<file path="src/rtl/sdram_pkg.sv">
// Shared types for sdram_initiator: FSM states, 64-bit lane map
// and watchdog counter width.
package sdram_pkg;

  typedef enum logic [1:0] {
    IDLE,
    GUARD,
    WAIT,
    DONE
  } state_t;

  localparam int W0_HI = 63;
  localparam int W0_LO = 48;
  localparam int W1_HI = 47;
  localparam int W1_LO = 32;
  localparam int W2_HI = 31;
  localparam int W2_LO = 16;
  localparam int W3_HI = 15;
  localparam int W3_LO = 0;

  localparam int TIMEOUT_W = 10;

endpackage

</file>
<file path="src/rtl/sdram_initiator_if.sv">
// Client req/ack bundle plus controller strobe/data bundle.
// master = client/controller side, slave = sdram_initiator.
interface sdram_initiator_if;

  logic        req;
  logic        req_we;
  logic        req_burst;
  logic [24:0] req_addr;
  logic [15:0] req_wdata;
  logic [1:0]  req_wtbt;
  logic        ack;
  logic [63:0] rdata;
  logic        err;

  logic [24:0] sd_addr;
  logic [15:0] sd_din;
  logic [1:0]  sd_wtbt;
  logic        sd_rd_type;
  logic        sd_rd;
  logic        sd_we;
  logic [63:0] sd_dout;
  logic        sd_ready;

  modport master (
    output req, req_we, req_burst,
    output req_addr, req_wdata, req_wtbt,
    input  ack, rdata, err,
    input  sd_addr, sd_din, sd_wtbt,
    input  sd_rd_type, sd_rd, sd_we,
    output sd_dout, sd_ready
  );

  modport slave (
    input  req, req_we, req_burst,
    input  req_addr, req_wdata, req_wtbt,
    output ack, rdata, err,
    output sd_addr, sd_din, sd_wtbt,
    output sd_rd_type, sd_rd, sd_we,
    input  sd_dout, sd_ready
  );

endinterface

</file>
<file path="src/rtl/sdram_linebuf.sv">
// One-line, four-word read buffer filled by burst reads.
module sdram_linebuf
  import sdram_pkg::*;
(
  input  logic        clk,
  input  logic        rst_n,
  input  logic [24:1] lk_addr,
  input  logic        lk_rd,
  input  logic        lk_burst,
  input  logic        fill,
  input  logic [24:3] fill_tag,
  input  logic [63:0] fill_data,
  input  logic        inv,
  output logic        hit,
  output logic [63:0] hit_data
);

  logic        valid_q, valid_d;
  logic [24:3] tag_q, tag_d;
  logic [63:0] line_q, line_d;
  logic        tag_eq;
  logic [15:0] word;

  assign tag_eq = valid_q && (tag_q == lk_addr[24:3]);
  assign hit    = tag_eq && lk_rd;

  always_comb begin
    word = line_q[W0_HI:W0_LO];
    unique case (lk_addr[2:1])
      2'd0: word = line_q[W0_HI:W0_LO];
      2'd1: word = line_q[W1_HI:W1_LO];
      2'd2: word = line_q[W2_HI:W2_LO];
      2'd3: word = line_q[W3_HI:W3_LO];
      default: word = line_q[W0_HI:W0_LO];
    endcase
    hit_data = lk_burst ? line_q : {word, 48'h0};
  end

  // inv strobes at write acceptance, while req_addr still holds the write address
  always_comb begin
    valid_d = valid_q;
    tag_d   = tag_q;
    line_d  = line_q;
    if (fill) begin
      valid_d = 1'b1;
      tag_d   = fill_tag;
      line_d  = fill_data;
    end else if (inv && tag_eq) begin
      valid_d = 1'b0;
    end
  end

  always_ff @(posedge clk or negedge rst_n) begin
    if (!rst_n) begin
      valid_q <= 1'b0;
      tag_q   <= '0;
      line_q  <= '0;
    end else begin
      valid_q <= valid_d;
      tag_q   <= tag_d;
      line_q  <= line_d;
    end
  end

endmodule

</file>
<file path="src/rtl/sdram_initiator.sv">
// req/ack to edge-strobe bridge for the SDRAM controller CPU port.
// Define SDRAM_INIT_LINEBUF_EN to add the burst-filled line buffer.
module sdram_initiator
  import sdram_pkg::*;
#(
  parameter int GUARD_CYCLES = 2,
  parameter int TIMEOUT      = 1023
) (
  input logic              clk,
  input logic              nRESET,
  sdram_initiator_if.slave bus
);

  localparam int GC_W = (GUARD_CYCLES > 1) ? $clog2(GUARD_CYCLES) : 1;
  localparam logic [GC_W-1:0] GC_LAST = GC_W'(GUARD_CYCLES - 1);
  localparam logic [TIMEOUT_W-1:0] TO = TIMEOUT_W'(TIMEOUT);

  state_t               state_q, state_d;
  logic [GC_W-1:0]      gcnt_q, gcnt_d;
  logic [TIMEOUT_W-1:0] wdog_q, wdog_d;
  logic                 ack_q, ack_d;
  logic                 err_q, err_d;
  logic [63:0]          rdata_q, rdata_d;
  logic [24:0]          sd_addr_q, sd_addr_d;
  logic [15:0]          sd_din_q, sd_din_d;
  logic [1:0]           sd_wtbt_q, sd_wtbt_d;
  logic                 sd_rd_type_q, sd_rd_type_d;
  logic                 sd_rd_q, sd_rd_d;
  logic                 sd_we_q, sd_we_d;

  logic                 hit;
  logic [63:0]          hit_data;
  logic                 fill;
  logic                 inv;
  logic                 burst_rd;

  assign burst_rd = bus.req_burst && !bus.req_we;

  always_comb begin
    state_d      = state_q;
    gcnt_d       = gcnt_q;
    wdog_d       = wdog_q;
    ack_d        = 1'b0;
    err_d        = err_q;
    rdata_d      = rdata_q;
    sd_addr_d    = sd_addr_q;
    sd_din_d     = sd_din_q;
    sd_wtbt_d    = sd_wtbt_q;
    sd_rd_type_d = sd_rd_type_q;
    sd_rd_d      = sd_rd_q;
    sd_we_d      = sd_we_q;
    fill         = 1'b0;
    inv          = 1'b0;
    unique case (state_q)
      IDLE: begin
        if (bus.req && hit) begin
          state_d = DONE;
          ack_d   = 1'b1;
          rdata_d = hit_data;
        end else if (bus.req && bus.sd_ready) begin
          state_d      = GUARD;
          gcnt_d       = '0;
          sd_rd_d      = !bus.req_we;
          sd_we_d      = bus.req_we;
          sd_rd_type_d = burst_rd;
          sd_addr_d    = burst_rd ? {bus.req_addr[24:3], 3'b000}
                                  : bus.req_addr;
          sd_din_d     = bus.req_wdata;
          sd_wtbt_d    = bus.req_wtbt;
          inv          = bus.req_we;
        end
      end
      GUARD: begin
        if (gcnt_q == GC_LAST) begin
          state_d = WAIT;
          wdog_d  = '0;
        end else begin
          gcnt_d = gcnt_q + 1'b1;
        end
      end
      WAIT: begin
        // a ready seen on the expiry edge still counts as a clean finish
        if (bus.sd_ready || wdog_q == TO) begin
          state_d = DONE;
          ack_d   = 1'b1;
          sd_rd_d = 1'b0;
          sd_we_d = 1'b0;
          if (!bus.sd_ready) err_d = 1'b1;
          if (sd_rd_q) begin
            rdata_d = sd_rd_type_q ? bus.sd_dout
                                   : {bus.sd_dout[W0_HI:W0_LO], 48'h0};
          end
          fill = sd_rd_q && sd_rd_type_q;
        end else begin
          wdog_d = wdog_q + 1'b1;
        end
      end
      DONE:    state_d = IDLE;
      default: state_d = IDLE;
    endcase
  end

  always_ff @(posedge clk or negedge nRESET) begin
    if (!nRESET) begin
      state_q      <= IDLE;
      gcnt_q       <= '0;
      wdog_q       <= '0;
      ack_q        <= 1'b0;
      err_q        <= 1'b0;
      rdata_q      <= '0;
      sd_addr_q    <= '0;
      sd_din_q     <= '0;
      sd_wtbt_q    <= 2'b00;
      sd_rd_type_q <= 1'b0;
      sd_rd_q      <= 1'b0;
      sd_we_q      <= 1'b0;
    end else begin
      state_q      <= state_d;
      gcnt_q       <= gcnt_d;
      wdog_q       <= wdog_d;
      ack_q        <= ack_d;
      err_q        <= err_d;
      rdata_q      <= rdata_d;
      sd_addr_q    <= sd_addr_d;
      sd_din_q     <= sd_din_d;
      sd_wtbt_q    <= sd_wtbt_d;
      sd_rd_type_q <= sd_rd_type_d;
      sd_rd_q      <= sd_rd_d;
      sd_we_q      <= sd_we_d;
    end
  end

`ifdef SDRAM_INIT_LINEBUF_EN
  sdram_linebuf u_linebuf (
    .clk       (clk),
    .rst_n     (nRESET),
    .lk_addr   (bus.req_addr[24:1]),
    .lk_rd     (!bus.req_we),
    .lk_burst  (bus.req_burst),
    .fill      (fill),
    .fill_tag  (sd_addr_q[24:3]),
    .fill_data (bus.sd_dout),
    .inv       (inv),
    .hit       (hit),
    .hit_data  (hit_data)
  );
`else
  logic lb_unused;
  assign lb_unused = ^{fill, inv};
  assign hit       = 1'b0;
  assign hit_data  = '0;
`endif

  assign bus.ack        = ack_q;
  assign bus.err        = err_q;
  assign bus.rdata      = rdata_q;
  assign bus.sd_addr    = sd_addr_q;
  assign bus.sd_din     = sd_din_q;
  assign bus.sd_wtbt    = sd_wtbt_q;
  assign bus.sd_rd_type = sd_rd_type_q;
  assign bus.sd_rd      = sd_rd_q;
  assign bus.sd_we      = sd_we_q;

endmodule

</file>
<file path="src/flat_wrapper.sv">
// flat-port wrapper written by rule: the top's interface ports become plain ports
module sdram_initiator_flat import sdram_pkg::*;
#(
  parameter int GUARD_CYCLES = 2,
  parameter int TIMEOUT      = 1023
)
  (clk, nRESET, bus_req, bus_req_we, bus_req_burst, bus_req_addr, bus_req_wdata, bus_req_wtbt, bus_ack, bus_rdata, bus_err, bus_sd_addr, bus_sd_din, bus_sd_wtbt, bus_sd_rd_type, bus_sd_rd, bus_sd_we, bus_sd_dout, bus_sd_ready);
  sdram_initiator_if bus_i ();
  input logic clk;
  input logic nRESET;
  input wire logic [$bits(bus_i.req)-1:0] bus_req;
  input wire logic [$bits(bus_i.req_we)-1:0] bus_req_we;
  input wire logic [$bits(bus_i.req_burst)-1:0] bus_req_burst;
  input wire logic [$bits(bus_i.req_addr)-1:0] bus_req_addr;
  input wire logic [$bits(bus_i.req_wdata)-1:0] bus_req_wdata;
  input wire logic [$bits(bus_i.req_wtbt)-1:0] bus_req_wtbt;
  output wire logic [$bits(bus_i.ack)-1:0] bus_ack;
  output wire logic [$bits(bus_i.rdata)-1:0] bus_rdata;
  output wire logic [$bits(bus_i.err)-1:0] bus_err;
  output wire logic [$bits(bus_i.sd_addr)-1:0] bus_sd_addr;
  output wire logic [$bits(bus_i.sd_din)-1:0] bus_sd_din;
  output wire logic [$bits(bus_i.sd_wtbt)-1:0] bus_sd_wtbt;
  output wire logic [$bits(bus_i.sd_rd_type)-1:0] bus_sd_rd_type;
  output wire logic [$bits(bus_i.sd_rd)-1:0] bus_sd_rd;
  output wire logic [$bits(bus_i.sd_we)-1:0] bus_sd_we;
  input wire logic [$bits(bus_i.sd_dout)-1:0] bus_sd_dout;
  input wire logic [$bits(bus_i.sd_ready)-1:0] bus_sd_ready;
  assign bus_i.req = bus_req;
  assign bus_i.req_we = bus_req_we;
  assign bus_i.req_burst = bus_req_burst;
  assign bus_i.req_addr = bus_req_addr;
  assign bus_i.req_wdata = bus_req_wdata;
  assign bus_i.req_wtbt = bus_req_wtbt;
  assign bus_ack = bus_i.ack;
  assign bus_rdata = bus_i.rdata;
  assign bus_err = bus_i.err;
  assign bus_sd_addr = bus_i.sd_addr;
  assign bus_sd_din = bus_i.sd_din;
  assign bus_sd_wtbt = bus_i.sd_wtbt;
  assign bus_sd_rd_type = bus_i.sd_rd_type;
  assign bus_sd_rd = bus_i.sd_rd;
  assign bus_sd_we = bus_i.sd_we;
  assign bus_i.sd_dout = bus_sd_dout;
  assign bus_i.sd_ready = bus_sd_ready;
  sdram_initiator #(.GUARD_CYCLES(GUARD_CYCLES), .TIMEOUT(TIMEOUT)) u_core (.clk(clk), .nRESET(nRESET), .bus(bus_i));
endmodule
</file>
<file path="config.mk">
export PLATFORM = sky130hd
export DESIGN_NAME = sdram_initiator_flat
export DESIGN_NICKNAME = d
export VERILOG_FILES = /design/src/rtl/sdram_pkg.sv /design/src/rtl/sdram_initiator_if.sv /design/src/rtl/sdram_linebuf.sv /design/src/rtl/sdram_initiator.sv /design/src/flat_wrapper.sv
export SDC_FILE = /design/constraint.sdc
export NUM_CORES = 1
export LEC_CHECK = 0
export BUFFER_PORTS_ARGS = -buffer_cell sky130_fd_sc_hd__buf_2
export CAP_MARGIN = 30
export CORE_ASPECT_RATIO = 1.5
export CORE_UTILIZATION = 52
export CTS_BUF_LIST = sky130_fd_sc_hd__clkbuf_8 sky130_fd_sc_hd__clkbuf_16
export DETAILED_ROUTE_END_ITERATION = 16
export PLACE_DENSITY = 0.86
export RECOVER_POWER = 50
export REMOVE_ABC_BUFFERS = 1
export SETUP_SLACK_MARGIN = 0.1
export SLEW_MARGIN = 5
export SYNTH_ARGS = -nofsm -noshare
export SYNTH_HDL_FRONTEND = slang
export SYNTH_SLANG_ARGS = --single-unit
</file>
<file path="constraint.sdc">
create_clock -name clk -period 4.1 [get_ports clk]
set_input_delay 0.615 -clock clk [delete_from_list [all_inputs] [get_ports clk]]
set_output_delay 0.615 -clock clk [all_outputs]
set_load 0.02 [all_outputs]
</file>
* Word level (Yosys, flattened, before mapping) *
Index checks and enable logic that the tools add are counted.

storage, ports and cells
  flip-flop bits (word level) = 125
  latch bits = 0
  RAM bits = 0
  bits in read-only memories = 0
  bits of input ports = 113
  output and inout bits = 112
  word-level logic and storage cells = 57
  memories kept = 0

cells by class
  add/sub/neg operators = 2
  multiply operators = 0
  divide/modulo/power cells = 0
  $lt $le $gt $ge = 0
  equality and inequality tests = 8
  shift-type cells = 0
  multiplexer cells = 19
  bitwise logic cells = 1
  reduce and logical (&&, ||, !) cells = 15

operator list
  kind                                                              number
  48-bit two-way mux                                                1
  10-bit two-way mux                                                2
  10-bit one-hot mux with 2 select lines                            1
  3-bit AND reduction                                               5
  10-bit by 1-bit adder with 10-bit output (second input constant)  1
  10-bit == test (second input constant)                            1
  2-bit one-hot mux with 4 select lines                             1
  1-bit two-way mux                                                 7
  2-bit two-way mux                                                 3
  2-bit by 1-bit != test with 1-bit output (second input constant)  3
  1-bit one-hot mux with 2 select lines                             3
  2-bit nonzero test                                                3
  2-bit == test (second input constant)                             2
  2-bit AND reduction                                               2
  3-bit two-way mux                                                 1
  2-bit by 1-bit == test with 1-bit output (second input constant)  1
  1-bit logical AND                                                 2
  2-bit logical NOT                                                 1
  2-bit != test (second input constant)                             1
  1-bit adder (second input constant)                               1
  1-bit logical NOT                                                 1
  1-bit logical OR                                                  1
  1-bit NOT                                                         1

* Longest topological paths before layout *
  word-level depth = 4
  mapped depth = 7
  depth with buffers taken out = 6

* Worst setup path after synthesis *
No wires, ideal clock.

  kind = input to register
  from = input bus_sd_ready
  to = register u_core.rdata_q[51], in the netlist u_core.bus.rdata[51]
  setup time = 125 ps
  arrival time = 1777 ps
  data required time = 3975 ps
  setup slack = 2198 ps
  stages on the path = 7
  buffers on the path = 3
  cells stage by stage = clkbuf_1 -> inv_1 -> o31ai_4 -> and3_4 -> buf_12 -> buf_12 -> mux2_4

between the ends
  word-level cells in the longest chain between the ends = 2

ends and longest elaborated chain
  what                                  line                    RTL
  from (decl)                           flat_wrapper.sv:27      input wire logic [$bits(bus_i.sd_ready)-1:0] bus_sd_ready;
  1-bit logical OR                      sdram_initiator.sv:83   if (bus.sd_ready || wdog_q == TO) begin
  3-bit AND reduction (no source line)  --
  to (signal assigned)                  sdram_initiator.sv:123  rdata_q <= rdata_d;
  to (decl)                             sdram_initiator.sv:23   logic [63:0] rdata_q, rdata_d;

Every way passes these cells.
A chain may end at the register's enable or synchronous reset.

==> impl_metrics.yaml <==
outcome:
  outcome: "finished, violations left"
  violations: "capacitance limit, slew limit"
yosys:
  synth_simple_gate_area_frac: 0.0846
  avgSynthCellArea_um2: 12.3
  syn_area_mm2: 0.00545
  synthMuxAreaShare: 0.214
  synth_edf_count: 0
  synth_compound_area_frac: 0.0483
  synth_commonest_cells: "dfrtp_1, nand2_1, inv_1, mux2i_1, mux2_2"
  ys.flop_type: "dfrtp_1"
  synth.distinct_cells: 45
  synthXorXnorAreaFrac: 0
  async_flop_share: 1.00
  ys_seq_area_frac: 0.574
  synthCells: 444
  yosys.area_share.adder: 0.0115
  synth_top_area_cell: "dfrtp_1"
  synth_seq_cells: 125
  yosys_warnings: 0
  yosysMostFrequentCell: "dfrtp_1"
  synth_top_family_by_area: "multiplexers"
  synth_top_area_frac: 0.574
  synth_area_leaders: "dfrtp_1, mux2_2, mux2i_1"
cells_and_area:
  multi_input_area_mm2: 0.00196
  seq_area_mm2: 0.00313
  nNetsFinal: 791
  drive_gt1_frac: 0.394
  fillers: 746
  area_growth_pct: 31.2
  n_antenna_cell: 0
drt:
  drt-initial-drc-count: 164
  vias_per_cell: 5.21
  drcViolationCount: 0
  routed_wl_mm: 13.3
  final_antenna_net_count: 0
  wl_per_cell_um: 16.5
  vias: 4180
  firstDrtPassIters: 5
floorplan:
  core_area_mm2: 0.0101
  die_h_um: 127
  row_count: 45
  initial_core_util: 0.537
  io_pins: 225
  die_x_um: 85.6
  die_area_mm2: 0.0109
setup_path:
  critical_path_class: "in2async"
  path_cells: "clkbuf_1 -> buf_16 -> clkbuf_2"
  cp-startpoint: "nRESET"
  crit_fanout: 50
  cp-start-kind: "input port"
  cp.required_ns: 4.43
  slowest_stage: "clkbuf_1"
  cp-end-kind: "asynchronous set/reset pin"
  cp_top_family: "buffers and inverters"
  slowest_delay_ns: 1.19
  worst-path-buf-inv: 3
  r2r_start: "u_core.state_q[0]$_DFFE_PN0P_"
  cp.arrival_ns: 3.15
clock_network:
  numCtsBuffers: 17
  cts.htree.levels: 4
  cts_tree: "done"
  clkSinkCount: 125
  cts_root_buf: "clkbuf_16"
  clock_latency_ns: 0.41
  clk_pin_slew_worst_paths_ns: 0.06
  clockBufferDepth: 2
  postCtsSetupBuffers: 0
  cts_resized: 0
  hold_buffers: 0
power_and_ir_drop:
  power.internal_w: 0.00351
  p_comb_frac: 0.403
  p_per_area_mw_per_mm2: 831
  cellLeakagePower_nw: 3.50
  p_sw_w: 0.00243
  peakVddDrop_mv: 0.534
  p_seq_frac: 0.355
  clockPowerShare: 0.242
  switching_share: 0.408
placed_design:
  port_buffers: 224
  gp_congestion: 0.811
  dpl.hpwl_mm: 9.39
timing:
  slew_headroom: -0.123
  setup_violations: 0
  final.setup.tns_ns: 0
  clock.fmax_mhz: 354
  finalHoldViolations: 0
  period_share: 0.689
  fin_crit_ns: 2.82
  tightest_slew_ns: 1.68
  slew_violations: 29
  timing.hold.ws_ns: 0.435
  fin_skew_ns: 0.00585
  rsz0062_at_grt: "false"
global_route:
  overflow: 0
  grt_max_degree: 77
  grt_pass1_vias: 4429
  grt_usage: 0.247
  grt_pass1_wl_mm: 20.9
  antenna_found_initial: 0
worst_hold_path:
  hp-start: "bus_req_addr[5]"
  hold_path_class: "in2reg"
run:
  cap_viol_max_count: 1
per-layer routing:
| metal | part of all wire | wire [µm] | GRT usage | vias up |
|---|---|---|---|---|
| met5 | 0 | 0 | 0 | - |
| met4 | 0.025 | 333 | 0.106 | 0 |
| met3 | 0.060 | 801 | 0.0691 | 29 |
| met2 | 0.54 | 7150 | 0.446 | 182 |
| met1 | 0.38 | 5000 | 0.268 | 2021 |
| li1 | - | - | - | 1948 |
registers in the layout, indices dropped and copies added (netlist names):
name / flops
u_core.bus.sd_din: 16
u_core.wdog_q: 10
u_core.bus.err: 1
u_core.state_q: 2
u_core.bus.sd_rd_type: 1
u_core.bus.ack: 1
u_core.bus.sd_rd: 1
u_core.bus.rdata: 64
u_core.bus.sd_we: 1
u_core.bus.sd_addr: 25
u_core.bus.sd_wtbt: 2
u_core.gcnt_q: 1
stage by stage:
| stage | setup slack (ns) | cells | cell area (µm²) | utilization | power, W |
|---|---|---|---|---|---|
| after CTS | 1.45 | 802 | 7210 | 0.711 | 0.00603 |
| final | 1.28 | 803 | 7150 | 0.705 | 0.00594 |
| after global placement | 1.63 | 769 | 6610 | 0.652 | 0.00444 |
| after global routing | 0.731 | 803 | 7150 | 0.705 | 0.00624 |
| after detailed placement | 1.49 | 770 | 6630 | 0.654 | 0.00457 |
| after floorplan | 1.57 | 423 | 5290 | - | 0.00363 |
logic make-up (layout without fill, tap and decap cells):
| group | count (synthesis) | count (layout) |
|---|---|---|
| buffers and inverters | 76 | 318 |
| adders and majority gates | 5 | 5 |
| DFF | 125 | 125 |
| AOI/OAI and AO/OA | 36 | 36 |
| and+or+nand+nor | 97 | 97 |
| muxes | 105 | 105 |
placed cells by master, fill, tap and decap left out, types with 5 or more instances in the layout:
cell type / count
buf_2: 168
dfrtp_1: 125
nand2_1: 61
clkbuf_1: 56
inv_1: 55
mux2i_1: 48
mux2_2: 45
clkbuf_16: 17
mux2_4: 12
nand3_1: 9
a21oi_1: 9
o21ai_0: 7
nor2_1: 6
ha_1: 5
power groups by stage:
stage | logic [W] | registers, W | clock network, W
2_1_floorplan | 0.000833 | 0.00280 | 0
3_3_place_gp | 0.00238 | 0.00207 | 0
3_5_place_dp | 0.00246 | 0.00211 | 0
4_1_cts | 0.00248 | 0.00210 | 0.00146
5_1_grt | 0.00256 | 0.00217 | 0.00151
6_report | 0.00239 | 0.00211 | 0.00144
layout make-up:
type | count | area share
clock inverters | 14 | 0.0187
multi-input cells | 243 | 0.274
flip-flops and latches | 125 | 0.438
inverters | 55 | 0.0289
well taps | 117 | 0.0205
repair buffers | 231 | 0.159
clock buffers | 18 | 0.0615
path summary, 6_finish.rpt:
| kind | slack, ns | end | cells past startpoint |
|---|---|---|---|
| setup / recovery | 1.28 | u_core.bus.rdata[25]$_DFFE_PN0P_ | 3 |
| max in group clk | 1.45 | u_core.bus.rdata[32]$_DFFE_PN0P_ | 5 |
| hold / removal | 0.43 | u_core.bus.sd_addr[5]$_DFFE_PN0P_ | 2 |
| min in group asynchronous | 0.64 | u_core.bus.rdata[55]$_DFFE_PN0P_ | 1 |
| hold reg to reg | 0.48 | u_core.bus.err$_DFFE_PN0P_ | 1 |
| setup reg to reg | 1.45 | u_core.bus.rdata[32]$_DFFE_PN0P_ | 5 |
Note: power is estimated with default switching activity, not from simulation.
